File: src/rtl/adder_multiword_seq.sv
// -----------------------------------------------------------------------------
// adder_multiword_seq
//   Multi-cycle wide adder. A W-bit operand pair (W = CHUNK*CHUNKS) is accepted
//   under a valid/ready handshake. It is then pushed through a single 16-bit
//   prefix adder one chunk per cycle, LSB chunk first. The carry out of each
//   chunk feeds the carry in of the next chunk on the following cycle. The
//   assembled W-bit sum and the final carry are returned under a valid/ready
//   handshake.
//
//   Optional feature: define ADDER_SEQ_OVF_EN to add the `ovf` output. It
//   reports signed overflow of the W-bit add.
//
// Ports
//   clk        in   1   rising-edge clock
//   rst        in   1   synchronous, active-high reset
//   in_valid   in   1   operand pair valid
//   in_ready   out  1   block can accept operands (IDLE, or DONE with out_ready)
//   a_in       in   W   operand A
//   b_in       in   W   operand B
//   cin        in   1   carry into bit 0
//   out_valid  out  1   result valid (state DONE)
//   out_ready  in   1   consumer accepts the result
//   sum_out    out  W   A+B+cin, truncated to W bits
//   cout_out   out  1   carry out of bit W-1
//   busy       out  1   state is not IDLE
//   ovf        out  1   signed overflow (only with ADDER_SEQ_OVF_EN)
// -----------------------------------------------------------------------------

// 16-bit Kogge-Stone prefix adder, purely combinational.
module adder (
  input  logic [15:0] a,
  input  logic [15:0] b,
  input  logic        cin,
  output logic [15:0] sum,
  output logic        cout
);
  logic [15:0] g;
  logic [15:0] p;
  logic [15:0] carry_bits;  // carry_bits[i] = carry out of bit i

  // NOTE: always_comb uses blocking assignments. Each prefix level reads the
  // value that the previous loop iteration just produced.
  always_comb begin
    g = a & b;
    p = a ^ b;
    // Each level merges the group spanning distance d below each bit. Bits below
    // d have no partner, so g is left unchanged and p is ORed with a low mask.
    for (int k = 0; k < 4; k++) begin
      g = g | (p & (g << (1 << k)));
      p = p & ((p << (1 << k)) | ((16'd1 << (1 << k)) - 16'd1));
    end
    carry_bits = g | (p & {16{cin}});
    sum        = (a ^ b) ^ {carry_bits[14:0], cin};
    cout       = carry_bits[15];
  end
endmodule

module adder_multiword_seq #(
  parameter int CHUNK  = 16,
  parameter int CHUNKS = 4
) (
  input  logic                    clk,
  input  logic                    rst,
  input  logic                    in_valid,
  output logic                    in_ready,
  input  logic [CHUNK*CHUNKS-1:0] a_in,
  input  logic [CHUNK*CHUNKS-1:0] b_in,
  input  logic                    cin,
  output logic                    out_valid,
  input  logic                    out_ready,
  output logic [CHUNK*CHUNKS-1:0] sum_out,
  output logic                    cout_out,
  output logic                    busy
`ifdef ADDER_SEQ_OVF_EN
  ,
  output logic                    ovf
`endif
);
  localparam int W     = CHUNK * CHUNKS;
  localparam int IDX_W = (CHUNKS > 1) ? $clog2(CHUNKS) : 1;
  localparam logic [IDX_W-1:0] LAST_IDX = IDX_W'(CHUNKS - 1);

  // The datapath is hard-wired to the 16-bit adder instance.
  if (CHUNK != 16 || CHUNKS < 1 || CHUNKS > 16) begin : g_bad_params
    $error("adder_multiword_seq: CHUNK must be 16 and CHUNKS must be 1..16");
  end

  typedef enum logic [1:0] {IDLE, RUN, DONE} state_t;

  state_t             state_q, state_d;
  logic [W-1:0]       a_reg, b_reg, sum_reg;
  logic [IDX_W-1:0]   idx;
  logic               carry;
  logic               cout_reg;
  logic               accept;
  logic               last;
  logic [CHUNK-1:0]   add_a, add_b, add_sum;
  logic               add_cout;

  assign add_a  = a_reg[idx*CHUNK +: CHUNK];
  assign add_b  = b_reg[idx*CHUNK +: CHUNK];
  assign last   = (idx == LAST_IDX);
  assign accept = in_valid & in_ready;

  adder u_adder (
    .a    (add_a),
    .b    (add_b),
    .cin  (carry),
    .sum  (add_sum),
    .cout (add_cout)
  );

  // in_ready depends combinationally on out_ready in DONE. This lets a result
  // retire and a new pair enter on the same edge.
  // NOTE: every always_comb output gets a default first so that no branch can
  // infer a latch.
  always_comb begin
    state_d  = state_q;
    in_ready = 1'b0;
    case (state_q)
      IDLE: begin
        in_ready = 1'b1;
        if (in_valid) state_d = RUN;
      end
      RUN: begin
        if (last) state_d = DONE;
      end
      DONE: begin
        in_ready = out_ready;
        if (out_ready) state_d = in_valid ? RUN : IDLE;
      end
      default: state_d = IDLE;
    endcase
  end

  // NOTE: sequential state uses non-blocking assignments only.
  always_ff @(posedge clk) begin
    if (rst) state_q <= IDLE;
    else     state_q <= state_d;
  end

  // NOTE: operand registers carry no reset. They are always loaded on accept
  // before they are read, so clearing them would buy nothing.
  always_ff @(posedge clk) begin
    if (accept) begin
      a_reg <= a_in;
      b_reg <= b_in;
    end
  end

  always_ff @(posedge clk) begin
    if (rst) begin
      idx      <= '0;
      carry    <= 1'b0;
      sum_reg  <= '0;
      cout_reg <= 1'b0;
    end else if (accept) begin
      idx   <= '0;
      carry <= cin;
    end else if (state_q == RUN) begin
      sum_reg[idx*CHUNK +: CHUNK] <= add_sum;
      carry                       <= add_cout;
      idx                         <= idx + 1'b1;
      if (last) cout_reg <= add_cout;
    end
  end

`ifdef ADDER_SEQ_OVF_EN
  // On the last chunk, add_sum[CHUNK-1] is result bit W-1. The carry into the
  // MSB is recovered from the operand bits and that result bit.
  logic carry_into_msb;
  logic ovf_reg;
  assign carry_into_msb = a_reg[W-1] ^ b_reg[W-1] ^ add_sum[CHUNK-1];

  always_ff @(posedge clk) begin
    if (rst)                            ovf_reg <= 1'b0;
    else if (state_q == RUN && !accept && last) ovf_reg <= carry_into_msb ^ add_cout;
  end
  assign ovf = ovf_reg;
`endif

  assign out_valid = (state_q == DONE);
  assign busy      = (state_q != IDLE);
  assign sum_out   = sum_reg;
  assign cout_out  = cout_reg;
endmodule

File: config.mk
export PLATFORM = sky130hd
export DESIGN_NAME = adder_multiword_seq
export DESIGN_NICKNAME = d
export VERILOG_FILES = /design/src/rtl/adder_multiword_seq.sv
export SDC_FILE = /design/constraint.sdc
export NUM_CORES = 1
export LEC_CHECK = 0
export ABC_AREA = 0
export CORE_MARGIN = 5
export CORE_UTILIZATION = 40
export DETAILED_ROUTE_END_ITERATION = 10
export PLACE_DENSITY_LB_ADDON = 0.2
export SLEW_MARGIN = 20
export SYNTH_ARGS = -nofsm -noshare
export SYNTH_HDL_FRONTEND = slang
export SYNTH_HIERARCHICAL = 1
export SYNTH_SLANG_ARGS = --single-unit
export TNS_END_PERCENT = 1
File: constraint.sdc
create_clock -name clk -period 18.97 [get_ports clk]
set_clock_uncertainty 0.1 [all_clocks]
set_input_delay 3.794 -clock clk [delete_from_list [all_inputs] [get_ports clk]]
set_output_delay 3.794 -clock clk [all_outputs]
set_load 0.05 [all_outputs]
==> results of run 1 <==
critical path, stage by stage:
cell and delay, ns:
clkdlybuf4s50_1 0.44, nor2b_1 0.31, nor2_1 0.07, clkdlybuf4s50_1 0.72
final timing paths:
path	startpoint	endpoint	slack, ns	depth (start not counted)
worst min-delay path	sum_out[51]$_SDFFE_PP0P_	sum_out[51]$_SDFFE_PP0P_	0.35	2
worst min register to register	sum_out[51]$_SDFFE_PP0P_	sum_out[51]$_SDFFE_PP0P_	0.35	2
worst max register to register	idx[0]$_SDFFE_PP0N_	sum_out[31]$_SDFFE_PP0P_	14.76	11
worst max-delay path	out_ready	in_ready	9.75	4
cell usage in the layout, fill, tap and decap left out, types with 3 or more instances in the layout:
cell | netlist | final
ha_1 | 21 | 21
clkinv_2 | 0 | 3
a32o_1 | 7 | 7
nand3b_1 | 4 | 4
xor2_1 | 5 | 5
a21o_1 | 8 | 8
mux4_2 | 32 | 32
or2_2 | 3 | 3
xnor2_1 | 6 | 6
clkdlybuf4s50_1 | 0 | 199
mux2i_1 | 3 | 3
nor2b_1 | 22 | 20
nand3_1 | 49 | 49
and2_1 | 4 | 4
nor3_1 | 7 | 7
dfxtp_1 | 70 | 68
nand2_1 | 62 | 62
inv_1 | 8 | 8
o21ai_0 | 7 | 7
a31oi_1 | 5 | 5
buf_4 | 5 | 3
nand2b_1 | 6 | 6
and3b_1 | 3 | 3
clkbuf_16 | 0 | 18
clkinv_4 | 0 | 3
edfxtp_1 | 128 | 128
a32o_2 | 9 | 9
nor2_1 | 12 | 11
a21oi_1 | 60 | 60
cells by family (layout without fill, tap and decap cells):
| logic type | count (synthesis) | after routing | synth area share, % |
|---|---|---|---|
| buffers and inverters | 47 | 243 | 2.72 |
| xor gates and xnor gates | 11 | 11 | 1.16 |
| DFF | 198 | 198 | 62.9 |
| adders and majority gates | 22 | 22 | 3.39 |
| muxes | 35 | 35 | 9.01 |
| AOI/OAI and AO/OA | 116 | 116 | 9.37 |
| and+or+nand+nor | 182 | 182 | 11.4 |
final cells by class:
type | instances | area [um2]
flip-flops and latches | 198 | 5250
clock inverters | 10 | 96.3
fillers | 1672 | 9270
multi-input cells | 366 | 2880
clock buffers | 22 | 485
repair buffers | 203 | 2020
well taps | 270 | 338
inverters | 8 | 30.0
Yosys cell counts (all sizes together), types with 2 or more instances:
cell type	number	area (um2)
clkbuf	13	48.8
xor2	5	43.8
dfxtp	70	1400
a21o	8	60.1
ha	21	263
o2111ai	2	17.5
edfxtp	128	3840
o21ai	8	43.8
nand2b	6	37.5
mux2i	3	30.0
a32o	16	171
o21bai	2	15.0
nor2	12	45.0
mux4	32	721
inv	8	30.0
xnor2	6	52.6
and2	4	25.0
a211oi	3	27.5
nand2	62	233
o21a	2	15.0
buf	26	148
a21oi	62	325
or2	4	27.5
and3b	3	26.3
nand3b	6	61.3
nor2b	22	138
nand3	49	245
a311o	2	20.0
a31oi	5	31.3
nor3	7	35.0
routing by layer:
metal  part of all wire (%)  wire length, um  up-vias  global-route usage (%)
met4                   0.71              141        0                    3.53
met5                      0                0        -                       0
met2                     49             9620      210                    27.1
met1                     43             8590     2693                    22.0
li1                       -                -     2675                       -
met3                    7.1             1400       12                    4.33
metrics by stage:
step	setup WS (ns)	util [%]
after floorplan	8.99	-
after global placement	9.75	51.6
after detailed placement	9.74	51.6
after CTS	9.73	54.4
after global routing	9.68	54.5
final	9.75	54.5
power groups by stage:
stage	logic, uW	registers [uW]	clock network [uW]
after floorplan	110	520	0
after global placement	189	504	0
after detailed placement	192	506	0
after CTS	193	496	359
after global routing	208	498	377
final	192	496	350
==> summary.txt, run 1 <==
Floorplan
  • Die footprint: between 20000 and 25000 um2
  • Die boundary height: between 150 and 200 um
  • Starting Density: about two fifths
  • # rows: 52
  • Die width: 154 um
  • Core area: 20400 um2
  • Top-Level Pins: between 200 and 250

Power and ir drop
  • Worst VDD drop: 0.0478 mV
  • Seq pwr share: between 40 and 50%
  • Combinational share of power: a little under a fifth
  • Leak: about 0.0038 uW
  • Pwr Total: between 1000 and 1500 uW
  • Pwr Density: approximately 94 nW/um2
  • Cell-internal power: a little under 800 uW
  • Switching power: between 200 and 300 uW
  • Clock power share: about a third
  • Switch share: around a quarter

Synthesis
  • Synth unique cells: between 50 and 60
  • Yosys synthesis warning count: 6
  • Post-synth EDFFs: ~130
  • Mapped Nets: 766
  • Mapped Avg Cell Area: between 10 and 15 um2
  • Mapped Area: between 8000 and 9000 um2
  • Sequential element share of the synthesized area: between 60% and 70%
  • Synthesis-stage register bit count: between 150 and 200
  • Synth Flop Type: edfxtp_1
  • FFs w/ async S/R, synth: 0%
  • Gate Count Post-Synth: 611

Finish
  • Final cell count without fillers: between 1000 and 1500
  • Final nets: around 950
  • Antenna Cells: 0
  • Syn-to-layout area delta: 33.1%
  • Layout cell share with drive strength beyond 1: 11.6%
  • Design area: 11100 um2

Clocking
  • CTS clk-pin slew, worst paths: ~0.060 ns
  • Clock Sinks: between 150 and 200
  • Post_cts resized: 0
  • Clk root buf: clkbuf_16
  • CTS tree: built
  • CTS max path bufs: 2
  • H-tree Lvls: 4
  • Total CTS buffers: 17
  • Hold-fix buffers, CTS: 0
  • Postcts setup bufs: 0
  • Clock Latency Late Sink: roughly 0.42 ns

Setup path
  • Crit end category: primary output
  • Setup crit start kind: input pin
  • Arr. time, crit path: roughly 5.3 ns
  • Max FO, Critical Path: 4
  • WS Path Type: in2out
  • Req. time, crit path: 15.08 ns

Placed design
  • Placed Cells: approximately 1000
  • RD Place Congestion: 0.845
  • Placed Area: 10500 um2
  • Port bufs: 200
  • Post-DP HPWL: between 10000 and 15000 um

Timing
  • # setup viols final: 0
  • Least-Margin Pin Slew: approximately 1.0 ns
  • Final critical-path share of the clock period: 48.6%
  • Final TNS setup: 0 ns
  • Hold_ws: about 0.35 ns
  • Max-slew violation count: 0
  • RSZ-0062 raised after global routing: false
  • Slew headroom: 30.0%
  • Final Hold Viols: 0
  • Fmax achieved: between 100 and 150 MHz
  • Tmin final: roughly 9.2 ns

GRT
  • Global-route wire length before repair: roughly 31000 um
  • Vias in the first global route: ~5700
  • Largest net degree at the start of global routing: 88
  • Initial antenna violation count: 0
  • Grt total ovfl: 0
  • GR Util All Layers: roughly 16%

Run
  • Max Cap Viol: 0

Route
  • DR iter-0 viols: roughly 340
  • WL/cell: between 15 and 20 um
  • Final WL: between 15000 and 20000 um
  • ANT nets after route: 0
  • Vias/cell: 5.19
  • Vias: 5590
  • Pre-antenna DRT Iters: 5
  • Remaining DRCs: 0

Hold path
  • Min-delay worst type: reg2reg

Outcome
  • Status: finished, final reports clean
Note: power is estimated with default switching activity, not from simulation.
==> run 2: changes to the inputs <==
==> constraint.sdc (replaced) <==
create_clock -name clk -period 8.6 [get_ports clk]
set_clock_uncertainty 0.1 [all_clocks]
set_input_delay 1.72 -clock clk [delete_from_list [all_inputs] [get_ports clk]]
set_output_delay 1.72 -clock clk [all_outputs]
set_load 0.05 [all_outputs]
==> summary.txt, run 2 (same netlist as run 1, synthesis figures left out) <==
GRT
  • Grt total ovfl: 0 (unchanged)
  • GR Util All Layers: 16.8% (was 16.4%)
  • Routing usage on met2: 27.3% (was 27.1%)
  • Global-route wire length before repair: 31400 um (was 30800 um)
  • Met1 Use GR: 23.0% (was 22.0%)
  • Largest net degree at the start of global routing: 77 (was 88)
  • GR Util met3: 4.27% (was 4.33%)
  • Initial antenna violation count: 0 (unchanged)
  • Vias in the first global route: 5767 (was 5714)
  • Top Usage Layer GRT: met2 (unchanged)

Timing
  • Final Hold Viols: 0 (unchanged)
  • RSZ-0062 raised after global routing: false (unchanged)
  • Hold_ws: 0.351 ns (was 0.352 ns)
  • Tmin final: approximately 5.1 ns
  • # setup viols final: 0 (unchanged)
  • Final TNS setup: 0 ns (unchanged)
  • Final critical-path share of the clock period: between 50% and 60%
  • Least-Margin Pin Slew: 0.982 ns (was 1.05 ns)
  • Fmax achieved: around 200 MHz
  • Max-slew violation count: 0 (unchanged)
  • Slew headroom: 34.5% (was 30.0%)

Setup path
  • Req. time, crit path: 6.78 ns (was 15.08 ns)
  • WS Path Type: in2out (unchanged)
  • Crit end category: primary output (unchanged)
  • Setup crit start kind: input pin (unchanged)
  • R2R Setup Slk: 4.34 ns (was 14.76 ns)
  • Max FO, Critical Path: 4 (unchanged)
  • Arr. time, crit path: 3.29 ns (was 5.33 ns)

Finish
  • Final cell count without fillers: 1078 (was 1077)
  • Antenna Cells: 0 (unchanged)
  • # fillers: 1694 (was 1672)
  • Most frequent cells in the layout: 199 x clkdlybuf4s50_1, 128 x edfxtp_1, 68 x dfxtp_1 (unchanged)
  • Final core utilization: 54.5% (about the same)
  • Layout cell share with drive strength beyond 1: 11.6% (about the same)
  • Most common cell after layout, fill and taps aside: clkdlybuf4s50_1 (unchanged)
  • Design area: 11100 um2 (about the same)
  • Final nets: 950 (was 949)
  • Syn-to-layout area delta: 33.2% (was 33.1%)

Run
  • Max Cap Viol: 0 (unchanged)

Power and ir drop
  • Leak: 0.00378 uW (was 0.00377 uW)
  • Worst VDD drop: 0.144 mV (was 0.0478 mV)
  • Pwr Density: 208 nW/um2 (was 93.6 nW/um2)

Route
  • Vias/cell: 5.21 (was 5.19)
  • DR iter-0 viols: 311 (was 344)
  • Final WL: 19900 um (was 19700 um)
  • ANT nets after route: 0 (unchanged)
  • Vias: 5616 (was 5590)
  • Remaining DRCs: 0 (unchanged)
  • WL/cell: 18.4 um (was 18.3 um)
  • Pre-antenna DRT Iters: 4 (was 5)

Clocking
  • CTS tree: built (unchanged)
  • CTS clk-pin slew, worst paths: 0.06 ns (about the same)
  • H-tree Lvls: 4 (unchanged)
  • CTS max path bufs: 2 (unchanged)
  • Clock Latency Late Sink: 0.43 ns (was 0.42 ns)
  • Total CTS buffers: 17 (unchanged)
  • Hold-fix buffers, CTS: 0 (unchanged)
  • Post_cts resized: 0 (unchanged)
  • Clk root buf: clkbuf_16 (unchanged)
  • Clock Sinks: 198 (unchanged)
  • Postcts setup bufs: 0 (unchanged)

Placed design
  • Placed Cells: 1046 (was 1045)
  • Post-DP HPWL: 14800 um (was 14700 um)
  • Placed Area: 10500 um2 (about the same)
  • RD Place Congestion: 0.858 (was 0.845)
  • Port bufs: 200 (unchanged)

Floorplan
  • # rows: 52 (unchanged)
  • Starting Density: 40.9% (unchanged)
  • Top-Level Pins: 201 (unchanged)
  • Die footprint: 23800 um2 (unchanged)
  • Die width: 154 um (unchanged)
  • Die boundary height: 154 um (unchanged)
  • Core area: 20400 um2 (unchanged)

Outcome
  • Status: finished, final reports clean (unchanged)

Hold path
  • Min-delay worst type: reg2reg (unchanged)
-- run 2: cell types whose count changed in the layout (fill, tap and decap cells not counted), sizes merged --
cell / before / now
clkinvlp: 1 / 0
bufinv: 1 / 2
buf: 4 / 5
inv: 10 / 13
clkbuf: 22 / 21
clkinv: 6 / 4
-- run 2: area by class of cell --
cell class                 count  area (um2)  share of cell area, %
clock inverter                11         121                   1.09
sequential                   198        5250                   47.3
timing repair buffer         204        2030                   18.3
inverter                       8        30.0                  0.271
tap                          270         338                   3.04
multi-input combinational    366        2880                   25.9
clock buffer                  21         462                   4.16
-- run 2: worst max-delay path, stage by stage --
cell             delay [ns]
clkdlybuf4s50_1        0.44
nor2b_1                0.34
nor2_1                 0.07
clkdlybuf4s50_1        0.72
-- run 2: power by group --
group          internal, uW  switching [uW]  leakage (uW)
Sequential             1070            21.2       0.00179
Combinational           191             233       0.00170
Clock                   448             339      0.000292
Total                  1710             593       0.00378
-- run 2: per-layer routing --
metal  wire, um  vias to the layer above
li1           -                     2674
met1       8470                     2720
met2       9790                      213
met3       1500                        9
met4        108                        0
met5          0                        -
-- run 2: metrics by stage --
step / worst slack (ns) / total power, uW
floorplan: 0.697 / 1390
global placement: 3.52 / 1530
detailed placement: 3.49 / 1540
CTS: 3.48 / 2330
global route: 3.39 / 2410
finish: 3.49 / 2300
-- run 2: worst paths after layout --
check / startpoint / endpoint / cells past startpoint
hold / removal: sum_out[22]$_SDFFE_PP0P_ / sum_out[22]$_SDFFE_PP0P_ / 2
setup reg to reg: idx[0]$_SDFFE_PP0N_ / sum_out[47]$_SDFFE_PP0P_ / 11
hold reg to reg: sum_out[22]$_SDFFE_PP0P_ / sum_out[22]$_SDFFE_PP0P_ / 2
setup / recovery: out_ready / in_ready / 4
==> run 3: changes to the inputs <==
==> constraint.sdc (replaced) <==
create_clock -name clk -period 5.1 [get_ports clk]
set_clock_uncertainty 0.1 [all_clocks]
set_input_delay 1.02 -clock clk [delete_from_list [all_inputs] [get_ports clk]]
set_output_delay 1.02 -clock clk [all_outputs]
set_load 0.05 [all_outputs]
==> summary.txt, run 3 (same netlist as run 1, synthesis figures left out) <==
Outcome
  • Status: finished, final reports clean (unchanged)

Power and ir drop
  • Worst VDD drop: 0.245 mV (was 0.144 mV)
  • Leak: 0.00377 uW (was 0.00378 uW)
  • Pwr Total: 3860 uW (was 2300 uW)
  • Seq pwr share: 47.9% (was 47.4%)
  • Switch share: 26.1% (was 25.7%)
  • Switching power: 1010 uW (was 593 uW)
  • Combinational share of power: 18.6% (was 18.4%)
  • Clock power share: 33.5% (was 34.2%)
  • Pwr Density: 347 nW/um2 (was 208 nW/um2)
  • Cell-internal power: 2850 uW (was 1710 uW)

Clocking
  • Hold-fix buffers, CTS: 0 (unchanged)
  • CTS tree: built (unchanged)
  • CTS clk-pin slew, worst paths: 0.07 ns (was 0.06 ns)
  • Postcts setup bufs: 0 (unchanged)
  • Post_cts resized: 0 (unchanged)
  • H-tree Lvls: 4 (unchanged)
  • CTS max path bufs: 2 (unchanged)
  • Total CTS buffers: 17 (unchanged)
  • Clock Latency Late Sink: 0.43 ns (about the same)
  • Clk root buf: clkbuf_16 (unchanged)
  • Clock Sinks: 198 (unchanged)

Setup path
  • WS Path Type: reg2reg (was in2out)
  • CP max stage cell: dfxtp_2 (was clkdlybuf4s50_1)
  • R2R Setup Slk: 1.11 ns (was 4.34 ns)
  • Max FO, Critical Path: 17 (was 4)
  • Buffers & Inverters on Critical Path: 1 (was 2)
  • Arr. time, crit path: 4.23 ns (was 3.29 ns)
  • Top delay family on crit path: simple AND/OR/NAND/NOR gates (was buffers and inverters)
  • Crit end category: register (was primary output)
  • Max incr delay on CP: 0.71 ns (was 0.72 ns)
  • Setup crit start kind: register (was input pin)
  • Req. time, crit path: 5.34 ns (was 6.78 ns)
  • CP Cell Sequence: buf_4, mux4_2, ha_1, nand2_1, nor4b_2, or2_4, a31oi_1, o311ai_1, nor2b_1, nand3_1, a21oi_1 (was clkdlybuf4s50_1, nor2b_1, nor2_1, clkdlybuf4s50_1)

Finish
  • Layout cell share with drive strength beyond 1: 11.5% (was 11.6%)
  • Design area: 11100 um2 (about the same)
  • Most common cell after layout, fill and taps aside: clkdlybuf4s50_1 (unchanged)
  • Antenna Cells: 0 (unchanged)
  • Syn-to-layout area delta: 33.3% (was 33.2%)
  • Final core utilization: 54.6% (was 54.5%)
  • Final nets: 951 (was 950)
  • Most frequent cells in the layout: 199 x clkdlybuf4s50_1, 128 x edfxtp_1, 68 x dfxtp_1 (unchanged)

Timing
  • RSZ-0062 raised after global routing: false (unchanged)
  • Final TNS setup: 0 ns (unchanged)
  • Final Hold Viols: 0 (unchanged)
  • Fmax achieved: 251 MHz
  • Final critical-path share of the clock period: just under 80%
  • Hold_ws: 0.353 ns (was 0.351 ns)
  • Max-slew violation count: 0 (unchanged)
  • Tmin final: between 3 and 4 ns
  • Slew headroom: 33.2% (was 34.5%)
  • # setup viols final: 0 (unchanged)
  • Least-Margin Pin Slew: 1.00 ns (was 0.982 ns)

GRT
  • GR Util All Layers: 16.9% (was 16.8%)
  • Global-route wire length before repair: 31400 um (about the same)
  • Vias in the first global route: 5809 (was 5767)
  • Largest net degree at the start of global routing: 57 (was 77)
  • Grt total ovfl: 0 (unchanged)
  • Initial antenna violation count: 0 (unchanged)

Route
  • DR iter-0 viols: 269 (was 311)
  • WL/cell: 18.6 um (was 18.4 um)
  • Vias/cell: 5.26 (was 5.21)
  • Remaining DRCs: 0 (unchanged)
  • Final WL: 20100 um (was 19900 um)
  • Vias: 5667 (was 5616)
  • ANT nets after route: 0 (unchanged)
  • Pre-antenna DRT Iters: 5 (was 4)

Floorplan
  • Top-Level Pins: 201 (unchanged)
  • Die footprint: 23800 um2 (unchanged)
  • Core area: 20400 um2 (unchanged)
  • Starting Density: 40.9% (unchanged)
  • Die width: 154 um (unchanged)
  • Die boundary height: 154 um (unchanged)
  • # rows: 52 (unchanged)

Run
  • Max Cap Viol: 0 (unchanged)

Hold path
  • Min-delay worst type: reg2reg (unchanged)

Placed design
  • Post-DP HPWL: 15300 um (was 14800 um)
  • RD Place Congestion: 0.867 (was 0.858)
  • Port bufs: 200 (unchanged)
  • Placed Area: 10600 um2 (was 10500 um2)
[run 3: cell count changes in the layout (fill, tap and decap cells not counted)]
cell / delta
clkbuf_1: -2
clkinv_1: +3
buf_12: +2
clkbuf_16: -1
clkinv_2: -2
clkinvlp_4: +1
clkinv_4: +3
inv_6: -2
buf_4: -1
inv_4: -1
[run 3: layer usage]
metal	up-vias	part of all wire, %	GRT usage [%]
met2	229	48	27.3
met5	-	0	0
met4	0	1.3	4.79
met3	20	7.5	4.19
li1	2679	-	-
met1	2739	43	22.9
[run 3: path summary, 6_finish.rpt]
check                        endpoint  cells after the start                     start
max          sum_out[30]$_SDFFE_PP0P_                     11       idx[0]$_SDFFE_PP0N_
min          sum_out[58]$_SDFFE_PP0P_                      2  sum_out[58]$_SDFFE_PP0P_
max reg2reg  sum_out[30]$_SDFFE_PP0P_                     11       idx[0]$_SDFFE_PP0N_
min reg2reg  sum_out[58]$_SDFFE_PP0P_                      2  sum_out[58]$_SDFFE_PP0P_
[run 3: cell type report]
| type | instances | area (um2) |
|---|---|---|
| clock buffers | 18 | 429 |
| multi-input cells | 366 | 2880 |
| clock inverters | 13 | 133 |
| well taps | 270 | 338 |
| flip-flops and latches | 198 | 5250 |
| repair buffers | 205 | 2060 |
| inverters | 8 | 30.0 |
| fillers | 1671 | 9250 |
[run 3: power by group through the flow]
stage / Clock (uW) / Combinational (uW) / Sequential [uW]
4_1_cts: 1320 / 721 / 1850
2_1_floorplan: 0 / 410 / 1930
3_3_place_gp: 0 / 705 / 1880
3_5_place_dp: 0 / 719 / 1890
5_1_grt: 1390 / 774 / 1860
6_report: 1290 / 718 / 1850
[run 3: tightest hold or removal path, stage by stage (launching register included)]
cell	delay (ns)
dfxtp_1	0.31
nand2_1	0.05
a21oi_1	0.05
[run 3: metrics by stage]
step                      setup slack (ns)  std cells
final                                 1.11       1078
after global placement                1.12       1047
after global routing                 0.750       1078
after detailed placement              1.05       1047
after CTS                             1.00       1078
after floorplan                     0.0768        611
